File: config.mk
export PLATFORM = sky130hd
export DESIGN_NAME = multicycle_control
export DESIGN_NICKNAME = d
export VERILOG_FILES = /design/src/rtl/multicycle_control.sv
export SDC_FILE = /design/constraint.sdc
export NUM_CORES = 1
export LEC_CHECK = 0
export ABC_AREA = 1
export BUFFER_PORTS_ARGS = -buffer_cell sky130_fd_sc_hd__buf_2
export CELL_PAD_IN_SITES_DETAIL_PLACEMENT = 1
export CELL_PAD_IN_SITES_GLOBAL_PLACEMENT = 2
export CORE_MARGIN = 2
export CORE_UTILIZATION = 20
export DETAILED_ROUTE_END_ITERATION = 8
export PLACE_DENSITY = 0.77
export SLEW_MARGIN = 20
export SYNTH_ARGS = -nofsm -noshare
export SYNTH_HDL_FRONTEND = slang
export SYNTH_SLANG_ARGS = --single-unit
export TNS_END_PERCENT = 100
File: constraint.sdc
create_clock -name clk -period 1.7 [get_ports clk]
set_clock_uncertainty 0.2 [all_clocks]
set_input_delay 0.34 -clock clk [delete_from_list [all_inputs] [get_ports clk]]
set_output_delay 0.34 -clock clk [all_outputs]
set_load 0.02 [all_outputs]
File: src/rtl/multicycle_control.sv
// Multi-cycle main controller: sequences fetch/decode/execute/memory/writeback,
// handshakes with variable-latency IMEM/DMEM, and reports sticky faults.
//
// state  | meaning
// FETCH  | IMEM request outstanding, ir loads on ack
// DECODE | single cycle, illegal encodings trap here
// EXEC   | ALU_out valid, branch target and store address latched
// MEM    | DMEM request outstanding, byte enables driven for stores
// WB     | PC update and register write strobes
// FAULT  | absorbing until reset
module multicycle_control #(
    parameter int XLEN          = 32,
    parameter int MAX_WAIT      = 15,
    parameter int TRAP_ILLEGAL  = 1,
    parameter int TRAP_MISALIGN = 1
) (
    input  logic            clk,
    input  logic            reset,
    input  logic [31:0]     instr,
    input  logic            imem_ack,
    input  logic            dmem_ack,
    input  logic [XLEN-1:0] ALU_out,
    output logic            imem_req,
    output logic            dmem_req,
    output logic            pc_we,
    output logic [2:0]      B_Target,
    output logic            MemToReg,
    output logic [3:0]      ALUOp,
    output logic [3:0]      dwe,
    output logic            RegWrite,
    output logic [2:0]      ALU_rv1,
    output logic [2:0]      ALU_rv2,
    output logic [2:0]      state,
    output logic            fault,
    output logic [1:0]      fault_cause
);
    typedef enum logic [2:0] {
        S_FETCH  = 3'd0,
        S_DECODE = 3'd1,
        S_EXEC   = 3'd2,
        S_MEM    = 3'd3,
        S_WB     = 3'd4,
        S_FAULT  = 3'd5
    } state_t;

    localparam logic [6:0] OPC_LUI    = 7'b0110111;
    localparam logic [6:0] OPC_AUIPC  = 7'b0010111;
    localparam logic [6:0] OPC_JAL    = 7'b1101111;
    localparam logic [6:0] OPC_JALR   = 7'b1100111;
    localparam logic [6:0] OPC_BRANCH = 7'b1100011;
    localparam logic [6:0] OPC_LOAD   = 7'b0000011;
    localparam logic [6:0] OPC_STORE  = 7'b0100011;
    localparam logic [6:0] OPC_OPIMM  = 7'b0010011;
    localparam logic [6:0] OPC_OP     = 7'b0110011;

    // Counter must hold MAX_WAIT; keep at least one bit when the timeout is disabled.
    localparam int             WCW      = (MAX_WAIT > 0) ? $clog2(MAX_WAIT + 1) : 1;
    localparam logic [WCW-1:0] WAIT_LIM = WCW'(MAX_WAIT);

    state_t         state_q, state_d;
    logic [31:0]    ir_q, ir_d;
    logic [2:0]     br_tgt_q, br_tgt_d;
    logic [1:0]     addr_lo_q, addr_lo_d;
    logic [WCW-1:0] wait_cnt_q, wait_cnt_d;
    logic           fault_q, fault_d;
    logic [1:0]     fault_cause_q, fault_cause_d;

    logic [6:0] opcode;
    logic [2:0] funct3;
    logic       is_lui, is_auipc, is_jal, is_jalr, is_branch, is_load, is_store, is_opimm, is_op;
    logic       illegal, writes_rd, alu_zero, br_taken, timeout;
    logic       unused_ir_bits;

    assign opcode    = ir_q[6:0];
    assign funct3    = ir_q[14:12];
    assign is_lui    = (opcode == OPC_LUI);
    assign is_auipc  = (opcode == OPC_AUIPC);
    assign is_jal    = (opcode == OPC_JAL);
    assign is_jalr   = (opcode == OPC_JALR);
    assign is_branch = (opcode == OPC_BRANCH);
    assign is_load   = (opcode == OPC_LOAD);
    assign is_store  = (opcode == OPC_STORE);
    assign is_opimm  = (opcode == OPC_OPIMM);
    assign is_op     = (opcode == OPC_OP);
    assign illegal   = !(is_lui | is_auipc | is_jal | is_jalr | is_branch | is_load | is_store | is_opimm | is_op)
                     | (is_branch & (funct3[2:1] == 2'b01))
                     | (is_store & (funct3 > 3'd2));
    assign writes_rd = (is_lui | is_auipc | is_jal | is_jalr | is_load | is_opimm | is_op)
                     & (ir_q[11:7] != 5'd0);
    assign alu_zero  = (ALU_out == '0);
    // Timeout only fires in the cycle the counter already sits at the limit, so a same-cycle ack wins.
    assign timeout   = (MAX_WAIT > 0) && (wait_cnt_q == WAIT_LIM);
    assign unused_ir_bits = ^{ir_q[31], ir_q[29:15]};

    // Halfword needs bit0 clear; word (and the reserved size) needs both low bits clear.
    function automatic logic misaligned(input logic [2:0] f3, input logic [1:0] a);
        return ((f3[1:0] == 2'b01) & a[0]) | (f3[1] & (a != 2'b00));
    endfunction

    // Datapath steering decoded from the registered instruction.
    always_comb begin
        ALUOp   = 4'b0000;
        ALU_rv1 = 3'b100;
        ALU_rv2 = 3'b100;
        case (opcode)
            OPC_LUI:   begin ALU_rv1 = 3'b010; ALU_rv2 = 3'b010; end
            OPC_AUIPC: begin ALU_rv1 = 3'b001; ALU_rv2 = 3'b010; end
            OPC_JAL, OPC_JALR: begin ALU_rv1 = 3'b001; ALU_rv2 = 3'b001; end
            OPC_LOAD, OPC_STORE: ALU_rv2 = 3'b010;
            OPC_OPIMM: begin
                ALU_rv2 = 3'b010;
                ALUOp   = ((funct3 == 3'b101) && ir_q[30]) ? 4'b1101 : {1'b0, funct3};
            end
            OPC_OP: ALUOp = {ir_q[30], funct3};
            OPC_BRANCH: begin
                case (funct3[2:1])
                    2'b00:   ALUOp = 4'b1000;
                    2'b10:   ALUOp = 4'b0010;
                    2'b11:   ALUOp = 4'b0011;
                    default: ALUOp = 4'b0000;
                endcase
            end
            default: ;
        endcase
    end

    // Branch resolution from the ALU compare result (SUB for eq/ne, SLT/SLTU otherwise).
    always_comb begin
        br_taken = 1'b0;
        case (funct3)
            3'b000:                 br_taken = alu_zero;
            3'b001, 3'b100, 3'b110: br_taken = !alu_zero;
            3'b101, 3'b111:         br_taken = alu_zero;
            default:                br_taken = 1'b0;
        endcase
    end

    // Next-state and strobe generation; reset gates every strobe combinationally.
    always_comb begin
        state_d       = state_q;
        ir_d          = ir_q;
        br_tgt_d      = br_tgt_q;
        addr_lo_d     = addr_lo_q;
        wait_cnt_d    = wait_cnt_q;
        fault_d       = fault_q;
        fault_cause_d = fault_cause_q;
        imem_req      = 1'b0;
        dmem_req      = 1'b0;
        pc_we         = 1'b0;
        RegWrite      = 1'b0;
        MemToReg      = 1'b0;
        dwe           = 4'b0000;
        case (state_q)
            S_FETCH: begin
                imem_req = 1'b1;
                if (imem_ack) begin
                    ir_d    = instr;
                    state_d = S_DECODE;
                end else if (timeout) begin
                    state_d = S_FAULT; fault_d = 1'b1; fault_cause_d = 2'b11;
                end else if (wait_cnt_q != WAIT_LIM) begin
                    wait_cnt_d = wait_cnt_q + WCW'(1);
                end
            end
            S_DECODE: begin
                if (illegal && (TRAP_ILLEGAL != 0)) begin
                    state_d = S_FAULT; fault_d = 1'b1; fault_cause_d = 2'b01;
                end else begin
                    state_d = S_EXEC;
                end
            end
            S_EXEC: begin
                addr_lo_d = ALU_out[1:0];
                br_tgt_d  = 3'b100;
                state_d   = S_WB;
                if (!illegal) begin
                    if (is_jal || (is_branch && br_taken)) br_tgt_d = 3'b010;
                    else if (is_jalr)                      br_tgt_d = 3'b001;
                    if (is_load || is_store) begin
                        if (misaligned(funct3, ALU_out[1:0]) && (TRAP_MISALIGN != 0)) begin
                            state_d = S_FAULT; fault_d = 1'b1; fault_cause_d = 2'b10;
                        end else begin
                            state_d    = S_MEM;
                            wait_cnt_d = '0;
                        end
                    end
                end
            end
            S_MEM: begin
                dmem_req = 1'b1;
                if (is_store && !misaligned(funct3, addr_lo_q)) begin
                    case (funct3[1:0])
                        2'b00:   dwe = 4'b0001 << addr_lo_q;
                        2'b01:   dwe = 4'b0011 << addr_lo_q;
                        default: dwe = 4'b1111;
                    endcase
                end
                if (dmem_ack) begin
                    state_d = S_WB;
                end else if (timeout) begin
                    state_d = S_FAULT; fault_d = 1'b1; fault_cause_d = 2'b11;
                end else if (wait_cnt_q != WAIT_LIM) begin
                    wait_cnt_d = wait_cnt_q + WCW'(1);
                end
            end
            S_WB: begin
                pc_we      = 1'b1;
                RegWrite   = writes_rd && !illegal;
                MemToReg   = is_load;
                state_d    = S_FETCH;
                wait_cnt_d = '0;
            end
            default: state_d = S_FAULT;
        endcase
        if (reset) begin
            imem_req = 1'b0;
            dmem_req = 1'b0;
            pc_we    = 1'b0;
            RegWrite = 1'b0;
            dwe      = 4'b0000;
        end
    end

    // State and context registers with synchronous reset.
    always_ff @(posedge clk) begin
        if (reset) begin
            state_q       <= S_FETCH;
            ir_q          <= 32'h0000_0013;
            br_tgt_q      <= 3'b100;
            addr_lo_q     <= 2'b00;
            wait_cnt_q    <= '0;
            fault_q       <= 1'b0;
            fault_cause_q <= 2'b00;
        end else begin
            state_q       <= state_d;
            ir_q          <= ir_d;
            br_tgt_q      <= br_tgt_d;
            addr_lo_q     <= addr_lo_d;
            wait_cnt_q    <= wait_cnt_d;
            fault_q       <= fault_d;
            fault_cause_q <= fault_cause_d;
        end
    end

    assign B_Target    = br_tgt_q;
    assign state       = state_q;
    assign fault       = fault_q;
    assign fault_cause = fault_cause_q;
endmodule
==> run summary <==
- Synth-to-Final Area Change: 86.9%
- overflow left after global routing: 0
- Most Frequent Cell on Critical Path: sky130_fd_sc_hd__buf_6
- clock tree from TritonCTS: done
- Sink Count: 31
- via count normalized by instance count: 4.46
- Setup violations, final: 29
- library cells used by synthesis: 27
- CTS root buffer: sky130_fd_sc_hd__clkbuf_8
- Worst-path clk slew: 0.07 ns
- RSZ-0062 raised after global routing: true
- total power consumption of the routed design: 4.08 mW
- Hold Path Class: in -> reg
- First DRT Iteration DRCs: 49
- startpoint of the worst hold path: instr[1]
- max capacitance violation total: 0
- tightest slew margin relative to the limit: 77.3%
- antenna violation net count after detailed routing: 0
- number of detailed-routing iterations run before antenna repair: 4
- Cell Pwr Density: 1160 nW/um^2
- total number of vias: 2552
- global-route wire length before repair: 12200 um
- status: finished with violations
- type of element capturing the critical path: output port
- leakage power: 1.68 nW
- fraction of final layout cells sized beyond drive strength 1: 50.8%
- routability-driven placement congestion ratio: 0.847
- Max IR drop VDD: 495 uV
- number of pins exceeding their max-slew limit in the final report: 0
- half-perimeter wire length after detailed placement: 5850 um
- cell type of the slowest stage on the worst timing path: sky130_fd_sc_hd__dfxtp_4
- start of the worst register-to-register path: ir_q[1]
- Seq cells post-synth: 31
- final hold violations: 0
- critical path, cell by cell: nand2_4, nor2_4, buf_6, o2111a_2, o21ai_4, a21oi_4, buf_6
- post-detailed-route DRC marker count: 0
- Crit path required time: 1.16 ns
- biggest area contributors in the synthesized netlist: sky130_fd_sc_hd__dfxtp_1 33%, sky130_fd_sc_hd__nand2_1 13%, sky130_fd_sc_hd__nor2_1 13%
- count of port buffers added during placement: 79
- minimum clock period after layout: 2.13 ns
- start point of the critical path: ir_q[0]
- average routed wire per standard cell: 13.6 um
- violations in the final reports: negative setup slack
- largest net degree at the start of global routing: 24
- deepest level of the CTS H-tree: 2
- layout net count: 529
- Tcrit/Tclk final: 126%
- setup tns final: -7.76 ns
- post-route non-filler standard cell count: 572
- number of buffers on the longest clock path: 2
- data arrival time of the worst path: 1.59 ns
- CTS Buf Count: 5
- Yosys warning count: 0
- Die W: 101 um
- buffer and inverter count on the worst path: 2
- antenna violations before repair: 0
- sequential share of the synthesized area: 32.9%
- cell count after placement: 544
- cell type contributing the most total cell area after synthesis: sky130_fd_sc_hd__dfxtp_1
- dominant delay contributor by cell family on the critical path: compound AO/OA/AOI/OAI gates
- hold-fix buffers at CTS: 0
- mean instance size in the synthesized netlist: 6.15 sq um
- nature of the critical path startpoint: register
- effective utilization at floorplan: 20.5%
- diode count: 0
- global router's overall resource usage: 15.1%
- count of boundary I/O pins: 96
- Slew @ Worst Pin: 0.341 ns
- largest stage delay on the critical path: 0.38 ns
- vias in the first global route: 2597
- clock insertion delay at the later pin of the skew report: 0.29 ns
- Mapped Cells: 307
- share of the core filled with cells: 38.3%
- Chip Height: 101 um
- Rows: 35
- Worst Setup Slack, final: -0.434 ns
- Placeable Area: 9200 sq um
- Min Hold Slack: 0.0669 ns
- Synthesized Nets: 376
- Post-Route WL: 7770 um
- die outline area: 10200 sq um
- maximum clock rate: 0.469 GHz
- fraction of post-synthesis cell area in the top cell type by area: 32.9%
- post-synthesis instance area: 1890 sq um
- CP Class: reg -> out
- largest fanout of any net on the critical path: 4
-- state kept, by name (all words and copies together), names as in the netlist --
| name | flops |
|---|---|
| state | 3 |
| B_Target | 3 |
| addr_lo_q | 2 |
| wait_cnt_q | 4 |
| ir_q | 16 |
| fault | 1 |
| fault_cause | 2 |
-- cells in the mapped netlist, drive strengths merged --
| library cell | number |
|---|---|
| a21oi | 25 |
| a32o | 1 |
| a41oi | 1 |
| and2 | 1 |
| buf | 1 |
| clkbuf | 5 |
| dfxtp | 31 |
| ha | 1 |
| inv | 38 |
| nand2 | 67 |
| nand3 | 24 |
| nand4 | 7 |
| nor2 | 69 |
| nor3 | 5 |
| o2111a | 1 |
| o211ai | 3 |
| o21ai | 23 |
| o22ai | 2 |
| o31ai | 1 |
| xnor2 | 1 |
-- report_power, final --
part	total, mW	leakage [nW]	switching, mW	internal (mW)
combinational	2.33	1.36	1.26	1.06
sequential	1.03	0.258	0.126	0.907
clock	0.720	0.0594	0.305	0.415
total	4.08	1.68	1.69	2.38
-- per-layer routing --
layer  wire, um  global-route usage, %  vias up
met1       3350                   18.6     1189
met4        102                   4.37        0
met2       4010                   26.9       47
met3        304                   2.55       11
met5          0                      0        -
li1           -                      -     1305
-- cell families after synthesis --
family                   synth area share [%]
AND/OR/NAND/NOR                          40.6
adder cells (fa/ha/maj)                 0.663
buffers and inverters                    8.82
flip-flops                               32.9
AO/OA/AOI/OAI                            16.6
XOR/XNOR                                0.464
-- through the flow --
stage,instance area [sq um],worst slack (ns)
after floorplan,1970,-0.215
after global placement,2900,-0.194
after detailed placement,2900,-0.246
after CTS,3330,-0.427
after global routing,3530,-0.516
final,3530,-0.434
-- final timing paths --
path	end	slack, ns	depth (start not counted)
min	ir_q[1]	0.07	3
max reg2reg	state[2]	-0.23	12
max	dwe[2]	-0.43	7
min reg2reg	ir_q[9]	0.25	2
-- worst min-delay path, delay by kind of cell --
kind / cells / cell delay, ns
simple gates: 2 / 0.11
buf+inv: 1 / 0.08
-- layout by cell type (no fill, tap or decap), types with 2 or more instances in the layout --
cell	instances
sky130_fd_sc_hd__o21ai_2	2
sky130_fd_sc_hd__buf_6	25
sky130_fd_sc_hd__nand2_2	6
sky130_fd_sc_hd__o21ai_0	11
sky130_fd_sc_hd__o21ai_1	9
sky130_fd_sc_hd__nor3_1	3
sky130_fd_sc_hd__nand3_2	7
sky130_fd_sc_hd__dfxtp_4	4
sky130_fd_sc_hd__nand3_4	5
sky130_fd_sc_hd__nor2_4	13
sky130_fd_sc_hd__buf_4	64
sky130_fd_sc_hd__dfxtp_1	22
sky130_fd_sc_hd__dfxtp_2	5
sky130_fd_sc_hd__clkbuf_8	6
sky130_fd_sc_hd__o211ai_1	3
sky130_fd_sc_hd__nand3_1	12
sky130_fd_sc_hd__inv_2	12
sky130_fd_sc_hd__buf_2	60
sky130_fd_sc_hd__nor2_2	5
sky130_fd_sc_hd__nand2_1	56
sky130_fd_sc_hd__buf_12	2
sky130_fd_sc_hd__nand2_4	4
sky130_fd_sc_hd__inv_1	25
sky130_fd_sc_hd__nand4_1	7
sky130_fd_sc_hd__a21oi_1	23
sky130_fd_sc_hd__nor2_1	51
-- repair_timing --
action                     CTS  global route
pin swaps                   14             8
gates cloned                 0             0
setup endpoints to repair   40            46
resized for setup           76            39
buffers inserted            11            11
-- cell type report --
cell class | count | area [sq um]
Tap cell | 111 | 139
Clock inverter | 1 | 5.00
Clock buffer | 7 | 108
Multi-Input combinational cell | 232 | 1370
Sequential cell | 31 | 642
Fill cell | 1159 | 5670
Timing Repair Buffer | 152 | 1120
Inverter | 38 | 145
Note: power is estimated with default switching activity, not from simulation.
